[config.mk]
export PLATFORM = sky130hd
export DESIGN_NAME = multicycle_control_unit
export DESIGN_NICKNAME = d
export VERILOG_FILES = /design/src/rtl/multicycle_control_unit.sv
export SDC_FILE = /design/constraint.sdc
export NUM_CORES = 1
export LEC_CHECK = 0
export CORE_ASPECT_RATIO = 1.75
export CORE_MARGIN = 4
export CORE_UTILIZATION = 44
export CTS_BUF_LIST = sky130_fd_sc_hd__clkbuf_16
export DETAILED_ROUTE_END_ITERATION = 7
export MAX_ROUTING_LAYER = met4
export PLACE_DENSITY = 0.8
export SLEW_MARGIN = 10
export SYNTH_ARGS = -nofsm -noshare
export SYNTH_HDL_FRONTEND = slang
export SYNTH_SLANG_ARGS = --single-unit
[constraint.sdc]
create_clock -name clk -period 2.25 [get_ports clk]
set_clock_uncertainty 0.05 [all_clocks]
set_input_delay 0.45 -clock clk [delete_from_list [all_inputs] [get_ports clk]]
set_output_delay 0.45 -clock clk [all_outputs]
set_load 0.1 [all_outputs]
[src/rtl/multicycle_control_unit.sv]
// Multicycle control FSM for the MIPS-subset datapath.
// Sequences fetch / decode / execute / memory / writeback and drives every
// datapath enable and mux select from the registered state. The machine halts
// on break, on an undefined opcode/funct, or on arithmetic overflow, and it
// leaves HALT only through reset.
module multicycle_control_unit #(
  parameter logic [5:0] BRK_FUNCT = 6'h0D
) (
  input  logic       clk,
  input  logic       reset,
  input  logic [5:0] OpCode,
  input  logic [5:0] Func,
  input  logic       Overflow,
  input  logic       EQ,
  output logic       PCWrite,
  output logic       PCLoad,
  output logic [2:0] SrcAddressMem,
  output logic       MemOp,
  output logic       IRWrite,
  output logic       RegWrite,
  output logic       WriteA,
  output logic       WriteB,
  output logic [1:0] ALUSrcA,
  output logic [2:0] ALUSrcB,
  output logic [2:0] ALUOp,
  output logic       WriteALUOut,
  output logic [1:0] PCSource,
  output logic [2:0] MemToReg,
  output logic [2:0] RegDst,
  output logic       halted,
  output logic       exception
);

  localparam logic [4:0] S_RESET    = 5'd0;
  localparam logic [4:0] S_FETCH    = 5'd1;
  localparam logic [4:0] S_IR_LOAD  = 5'd2;
  localparam logic [4:0] S_DECODE   = 5'd3;
  localparam logic [4:0] S_R_ADD    = 5'd4;
  localparam logic [4:0] S_R_SUB    = 5'd5;
  localparam logic [4:0] S_R_AND    = 5'd6;
  localparam logic [4:0] S_R_WB     = 5'd7;
  localparam logic [4:0] S_SLT      = 5'd8;
  localparam logic [4:0] S_JR       = 5'd9;
  localparam logic [4:0] S_ADDI_EX  = 5'd10;
  localparam logic [4:0] S_ADDI_WB  = 5'd11;
  localparam logic [4:0] S_MEM_ADDR = 5'd12;
  localparam logic [4:0] S_LW_RD    = 5'd13;
  localparam logic [4:0] S_LW_WB    = 5'd14;
  localparam logic [4:0] S_SW_WR    = 5'd15;
  localparam logic [4:0] S_BRANCH   = 5'd16;
  localparam logic [4:0] S_JUMP     = 5'd17;
  localparam logic [4:0] S_HALT     = 5'd18;

  logic [4:0] state;
  logic [4:0] nextState;
  logic       ovfFlag;
  logic       nextOvf;
  logic       excFlag;
  logic       nextExc;
  logic       branchTaken;

  // Next-state logic, overflow capture in execute and halt-cause tracking
  always_comb begin
    nextState = S_RESET;
    nextOvf   = ovfFlag;
    nextExc   = excFlag;
    case (state)
      S_RESET: begin
        nextState = S_FETCH;
        nextOvf   = 1'b0;
        nextExc   = 1'b0;
      end
      S_FETCH:   nextState = S_IR_LOAD;
      S_IR_LOAD: nextState = S_DECODE;
      S_DECODE: begin
        if (OpCode == 6'h00) begin
          if (Func == 6'h20) begin
            nextState = S_R_ADD;
          end else if (Func == 6'h22) begin
            nextState = S_R_SUB;
          end else if (Func == 6'h24) begin
            nextState = S_R_AND;
          end else if (Func == 6'h2A) begin
            nextState = S_SLT;
          end else if (Func == 6'h08) begin
            nextState = S_JR;
          end else if (Func == BRK_FUNCT) begin
            nextState = S_HALT;
            nextExc   = 1'b0;
          end else begin
            nextState = S_HALT;
            nextExc   = 1'b1;
          end
        end else begin
          case (OpCode)
            6'h08:        nextState = S_ADDI_EX;
            6'h23, 6'h2B: nextState = S_MEM_ADDR;
            6'h04, 6'h05: nextState = S_BRANCH;
            6'h02:        nextState = S_JUMP;
            default: begin
              nextState = S_HALT;
              nextExc   = 1'b1;
            end
          endcase
        end
      end
      S_R_ADD, S_R_SUB: begin
        nextState = S_R_WB;
        nextOvf   = Overflow;
      end
      S_R_AND: begin
        nextState = S_R_WB;
        nextOvf   = 1'b0;
      end
      S_ADDI_EX: begin
        nextState = S_ADDI_WB;
        nextOvf   = Overflow;
      end
      S_R_WB, S_ADDI_WB: begin
        if (ovfFlag) begin
          nextState = S_HALT;
          nextExc   = 1'b1;
        end else begin
          nextState = S_FETCH;
        end
      end
      S_SLT:      nextState = S_FETCH;
      S_JR:       nextState = S_FETCH;
      S_MEM_ADDR: nextState = (OpCode == 6'h23) ? S_LW_RD : S_SW_WR;
      S_LW_RD:    nextState = S_LW_WB;
      S_LW_WB:    nextState = S_FETCH;
      S_SW_WR:    nextState = S_FETCH;
      S_BRANCH:   nextState = S_FETCH;
      S_JUMP:     nextState = S_FETCH;
      S_HALT:     nextState = S_HALT;
      default:    nextState = S_RESET;
    endcase
  end

  // State, overflow flag and halt-cause registers; reset wins at any time
  always_ff @(posedge clk or posedge reset) begin
    if (reset) begin
      state   <= S_RESET;
      ovfFlag <= 1'b0;
      excFlag <= 1'b0;
    end else begin
      state   <= nextState;
      ovfFlag <= nextOvf;
      excFlag <= nextExc;
    end
  end

  // Moore decode of every control output from the registered state
  always_comb begin
    PCWrite       = 1'b0;
    SrcAddressMem = 3'd0;
    MemOp         = 1'b0;
    IRWrite       = 1'b0;
    RegWrite      = 1'b0;
    WriteA        = 1'b0;
    WriteB        = 1'b0;
    ALUSrcA       = 2'd0;
    ALUSrcB       = 3'd0;
    ALUOp         = 3'b000;
    WriteALUOut   = 1'b0;
    PCSource      = 2'd0;
    MemToReg      = 3'd0;
    RegDst        = 3'd0;
    halted        = 1'b0;
    exception     = 1'b0;
    case (state)
      S_IR_LOAD: begin
        IRWrite = 1'b1;
        ALUSrcB = 3'd1;
        ALUOp   = 3'b001;
        PCWrite = 1'b1;
      end
      S_DECODE: begin
        WriteA      = 1'b1;
        WriteB      = 1'b1;
        ALUSrcB     = 3'd3;
        ALUOp       = 3'b001;
        WriteALUOut = 1'b1;
      end
      S_R_ADD, S_R_SUB, S_R_AND: begin
        ALUSrcA     = 2'd1;
        WriteALUOut = 1'b1;
        ALUOp       = (state == S_R_ADD) ? 3'b001 :
                      (state == S_R_SUB) ? 3'b010 : 3'b011;
      end
      S_R_WB: begin
        RegDst   = 3'd1;
        RegWrite = ~ovfFlag;
      end
      S_SLT: begin
        ALUSrcA  = 2'd1;
        ALUOp    = 3'b111;
        MemToReg = 3'd2;
        RegDst   = 3'd1;
        RegWrite = 1'b1;
      end
      S_JR: begin
        ALUSrcA = 2'd1;
        PCWrite = 1'b1;
      end
      S_ADDI_EX, S_MEM_ADDR: begin
        ALUSrcA     = 2'd1;
        ALUSrcB     = 3'd2;
        ALUOp       = 3'b001;
        WriteALUOut = 1'b1;
      end
      S_ADDI_WB: RegWrite = ~ovfFlag;
      S_LW_RD:   SrcAddressMem = 3'd1;
      S_LW_WB: begin
        MemToReg = 3'd1;
        RegWrite = 1'b1;
      end
      S_SW_WR: begin
        SrcAddressMem = 3'd1;
        MemOp         = 1'b1;
      end
      S_BRANCH: begin
        ALUSrcA  = 2'd1;
        ALUOp    = 3'b111;
        PCSource = 2'd1;
      end
      S_JUMP: begin
        PCSource = 2'd2;
        PCWrite  = 1'b1;
      end
      S_HALT: begin
        halted    = 1'b1;
        exception = excFlag;
      end
      default: ;
    endcase
  end

  // Conditional PC enable: beq loads on EQ, bne loads on not-EQ
  always_comb begin
    branchTaken = (state == S_BRANCH) && ((OpCode == 6'h04) ? EQ : ~EQ);
    PCLoad      = PCWrite | branchTaken;
  end

endmodule

* Word-level counts from Yosys, hierarchy flattened *
Cells that the tools add are included.

word-level totals
  flip-flop bits (word level) = 7
  latch bits = 0
  memory bits (writable) = 0
  ROM bits = 0
  input bits = 16
  output and inout port bits = 29
  word-level logic and storage cells = 105
  memories kept = 0

operators by class
  add/subtract/negate cells = 0
  multiply operators = 0
  divide/modulo/power cells = 0
  magnitude comparators = 0
  eq/ne operators = 37
  shifts and indexed selects = 0
  muxes and demuxes = 39
  bitwise gates (word level) = 3
  reductions and logical operators = 23

operators by type and width
  cell                                                             count
  5-bit one-hot mux with 10 select lines                           1
  5-bit by 4-bit == test with 1-bit output, second input constant  8
  6-bit == test, second input constant                             6
  5-bit 2-to-1 mux                                                 7
  1-bit 2-to-1 mux                                                 21
  5-bit by 3-bit == test with 1-bit output, second input constant  4
  5-bit one-hot mux with 4 select lines                            1
  6-bit by 4-bit == test with 1-bit output, second input constant  3
  3-bit inequality test, second input constant                     6
  2-bit OR reduction                                               9
  5-bit == test, second input constant                             3
  6-bit by 3-bit == test with 1-bit output, second input constant  2
  6-bit OR reduction                                               2
  5-bit by 2-bit == test with 1-bit output, second input constant  2
  3-bit one-hot mux with 3 select lines                            1
  3-bit OR reduction                                               3
  2-bit one-hot mux with 2 select lines                            2
  8-bit AND reduction                                              1
  8-bit OR reduction                                               1
  7-bit OR reduction                                               1
  6-bit by 2-bit == test with 1-bit output, second input constant  1
  6-bit zero test                                                  1
  2-bit one-hot mux with 3 select lines                            1
  5-bit by 1-bit == test with 1-bit output, second input constant  1
  11 further kinds                                                 14

* Longest topological paths before layout *
  word-level depth = 9
  gate-level depth with buffers = 6

* Worst setup path before layout *
No wires, ideal clock.

  kind = register to output
  from = register state[1]
  to = output ALUOp[0]
  data arrival time = 3.935 ns
  data required time = 1.750 ns
  setup slack = -2.185 ns
  stages on the path, launching flop included = 5
  cells stage by stage = dfrtp_1 > clkbuf_1 > inv_1 > nor3_1 > o21bai_1

on the way
  cells in the longest elaborated chain, start to end = 4

RTL lines
  element                                   RTL line  text
  start, declared                           54        logic [4:0] state;
  start signal, assigned                    147       state <= nextState;
  5-bit by 3-bit == test with 1-bit output  171, 189
  1-bit 2-to-1 mux                          189       (state == S_R_SUB) ? 3'b010 : 3'b011;
  2-bit 2-to-1 mux                          188       ALUOp = (state == S_R_ADD) ? 3'b001 :
  3-bit one-hot mux with 3 select lines *   171       case (state)
  end, declared                             25        output logic [2:0] ALUOp,

Every way passes the cells marked *; elsewhere a longest branch is shown, timed or not.

* Worst setup path in the final report *
  from = register state[0]
  to = output WriteALUOut

on the way
  cells in the longest elaborated chain, start to end = 3

RTL lines
  element                                                           RTL line  text
  5-bit by 3-bit == test with 1-bit output (tied with other cells)  171
  6-bit OR reduction (no line) *                                    --
  1-bit 2-to-1 mux *                                                171
  end, declared                                                     26        output logic WriteALUOut,

Marks and branches as above.

==> reports/qor.csv <==
metric,value,unit
cts_buffers,3,
grt_overflow_total,0,
antenna_found_initial,0,
period_share,1.06,
syn_to_final_growth,101,%
rsz0062_at_grt,yes,
combPwrFrac,0.837,
switchingPower,2.23,mW
yosysSeqAreaShare,0.148,
hold_violations,0,
reg2reg_slack,0.18,ns
violations,setup timing,
nets,260,
arrival,1.88,ns
ant_nets,0,
report.power.total,3.80,mW
first_global_vias,1774,
fmax,420,MHz
internal_power,1.57,mW
grt_util_all_layers,0.320,
finalWorstSetupSlack,-0.129,ns
chipWidth,47.2,µm
drt-initial-drc-count,154,
synth.distinct_cells,47,
vias,1861,
fp.dieArea,3620,µm²
clk_latency,0.24,ns
grt_first_pass_wirelength,8420,µm
critPathKind,reg -> out,
setup_violations,4,
power.density,1590,nW/µm²
fp-row-count,24,
syn_area,1180,µm²
timing.hold.ws,0.407,ns
firstDrtPassIters,6,
start_util,0.470,
post-place-ws,-0.432,ns
maxCapViolCount,0,
io_pins,45,
leakagePower,0.937,nW
vias_per_cell,6.92,
clk_pin_slew_worst_paths,0.04,ns
yosys_warnings,0,
report.final.slew_viol_count,0,
cts_tree,built,
stdcell_area,2390,µm²
synth_area_leaders,"dfrtp_1 (15%), a21oi_1 (6.8%), buf_4 (6.3%)",
ys_seq_elements,7,
ir_worst_vdd,1.72,mV
cts_max_path_buffers,2,
wl,6590,µm
gp_congestion,0.911,
root_buffer,clkbuf_16,
critPathMaxFanout,7,
synth_top_flop_cell,dfrtp_1,
yosysTopAreaCell,dfrtp_1,
final_common_cell,buf_4,
drcViolationCount,0,
async_flop_share,1.00,
avgSynthCellArea,6.77,µm²
start_kind,register,
critPathCaptureType,primary output,
syn_inst,175,
cts.sink_count,7,
htree_num_levels,1,
grt_max_degree,20,
final_cell_mix,"buf_4 (40), buf_12 (22), nand2_1 (12), a21oi_1 (12), o21ai_0 (11)",
avgRoutedWirePerCell,24.5,µm
synth_edf_count,0,
place_area,2160,µm²
cp.required,1.75,ns
antenna_cells,0,
fp.coreArea,2520,µm²
status,finished with violations,
switching_share,0.588,
period_minus_slack,2.38,ns
die_height,76.6,µm
drive_above_1_share,0.502,
tns,-0.191,ns
dpl.hpwl,3810,µm
sequentialPowerShare,0.083,
clockPowerShare,0.080,
yosysTopAreaCellShare,0.148,
min_path_type,in -> async,
portBuffers,37,
==> layer usage <==
metal	vias up	GRT usage	part of all wire
met5	-	-	0
met4	0	0.230	0.081
met3	63	0.0709	0.082
met2	183	0.520	0.51
met1	853	0.303	0.32
li1	762	-	-
==> power groups by stage <==
stage	sequential, mW	clock, mW	combinational [mW]
finish	0.314	0.305	3.18
global route	0.318	0.308	3.26
CTS	0.323	0.301	2.85
detailed placement	0.320	0	2.82
global placement	0.311	0	2.76
floorplan	0.201	0	2.06
==> registers in the layout, summed over array words and instances (netlist names) <==
name / cells
state: 5
excFlag: 1
ovfFlag: 1
==> final cells by class <==
type	count	area [µm²]
flip-flops and latches	7	185
well taps	26	32.5
multi-input cells	147	1170
inverters	6	26.3
fillers	72	135
repair buffers	79	895
clock inverters	1	3.75
clock buffers	3	75.1
==> worst max-delay path: stages, from the launching register on <==
cell and delay (ns):
dfrtp_2 0.40, buf_6 0.14, buf_4 0.16, nor2_1 0.28, nor2_1 0.12, o21ai_1 0.31, a21oi_4 0.06, buf_12 0.17
==> synthesized netlist by cell type, types with 2 or more instances <==
cell type / n
a21oi_1: 16
nand3_1: 9
or2_2: 2
nor2b_1: 3
nand2_1: 13
o22ai_1: 3
o21ai_0: 14
buf_4: 10
nor3_1: 9
a31oi_1: 5
o221ai_1: 2
dfrtp_1: 7
nand3b_1: 2
inv_1: 6
clkbuf_1: 7
nor2_1: 15
xor2_1: 3
xnor2_1: 2
nand2b_1: 8
nor4b_1: 6
buf_6: 2
a211oi_1: 2
nand4b_1: 2
and2_1: 4
==> repair_timing <==
action,CTS,global route
pin swaps,2,6
gates resized for setup,15,20
hold buffers,0,0
setup endpoints to repair,13,10
buffers inserted,3,9
==> metrics by stage <==
step / instances / utilization
3_3_place_gp: 253 / 0.856
4_1_cts: 260 / 0.902
6_report: 269 / 0.946
3_5_place_dp: 253 / 0.856
2_1_floorplan: 181 / -
5_1_grt: 269 / 0.946
==> final timing paths <==
kind / startpoint / to / depth (start not counted)
min: reset / excFlag / 2
max reg2reg: state[3] / excFlag / 7
max in group asynchronous: reset / state[1] / 2
min reg2reg: excFlag / excFlag / 1
max: state[0] / WriteALUOut / 7
min in group clk: excFlag / excFlag / 1
==> kinds of logic after synthesis <==
| family | share of synthesized area |
|---|---|
| compound gates | 0.277 |
| buf+inv | 0.131 |
| flops | 0.148 |
| simple gates | 0.385 |
| other cells | 0.00316 |
| xor+xnor | 0.0370 |
| mux | 0.0190 |
(Power assumes the default switching activity.)
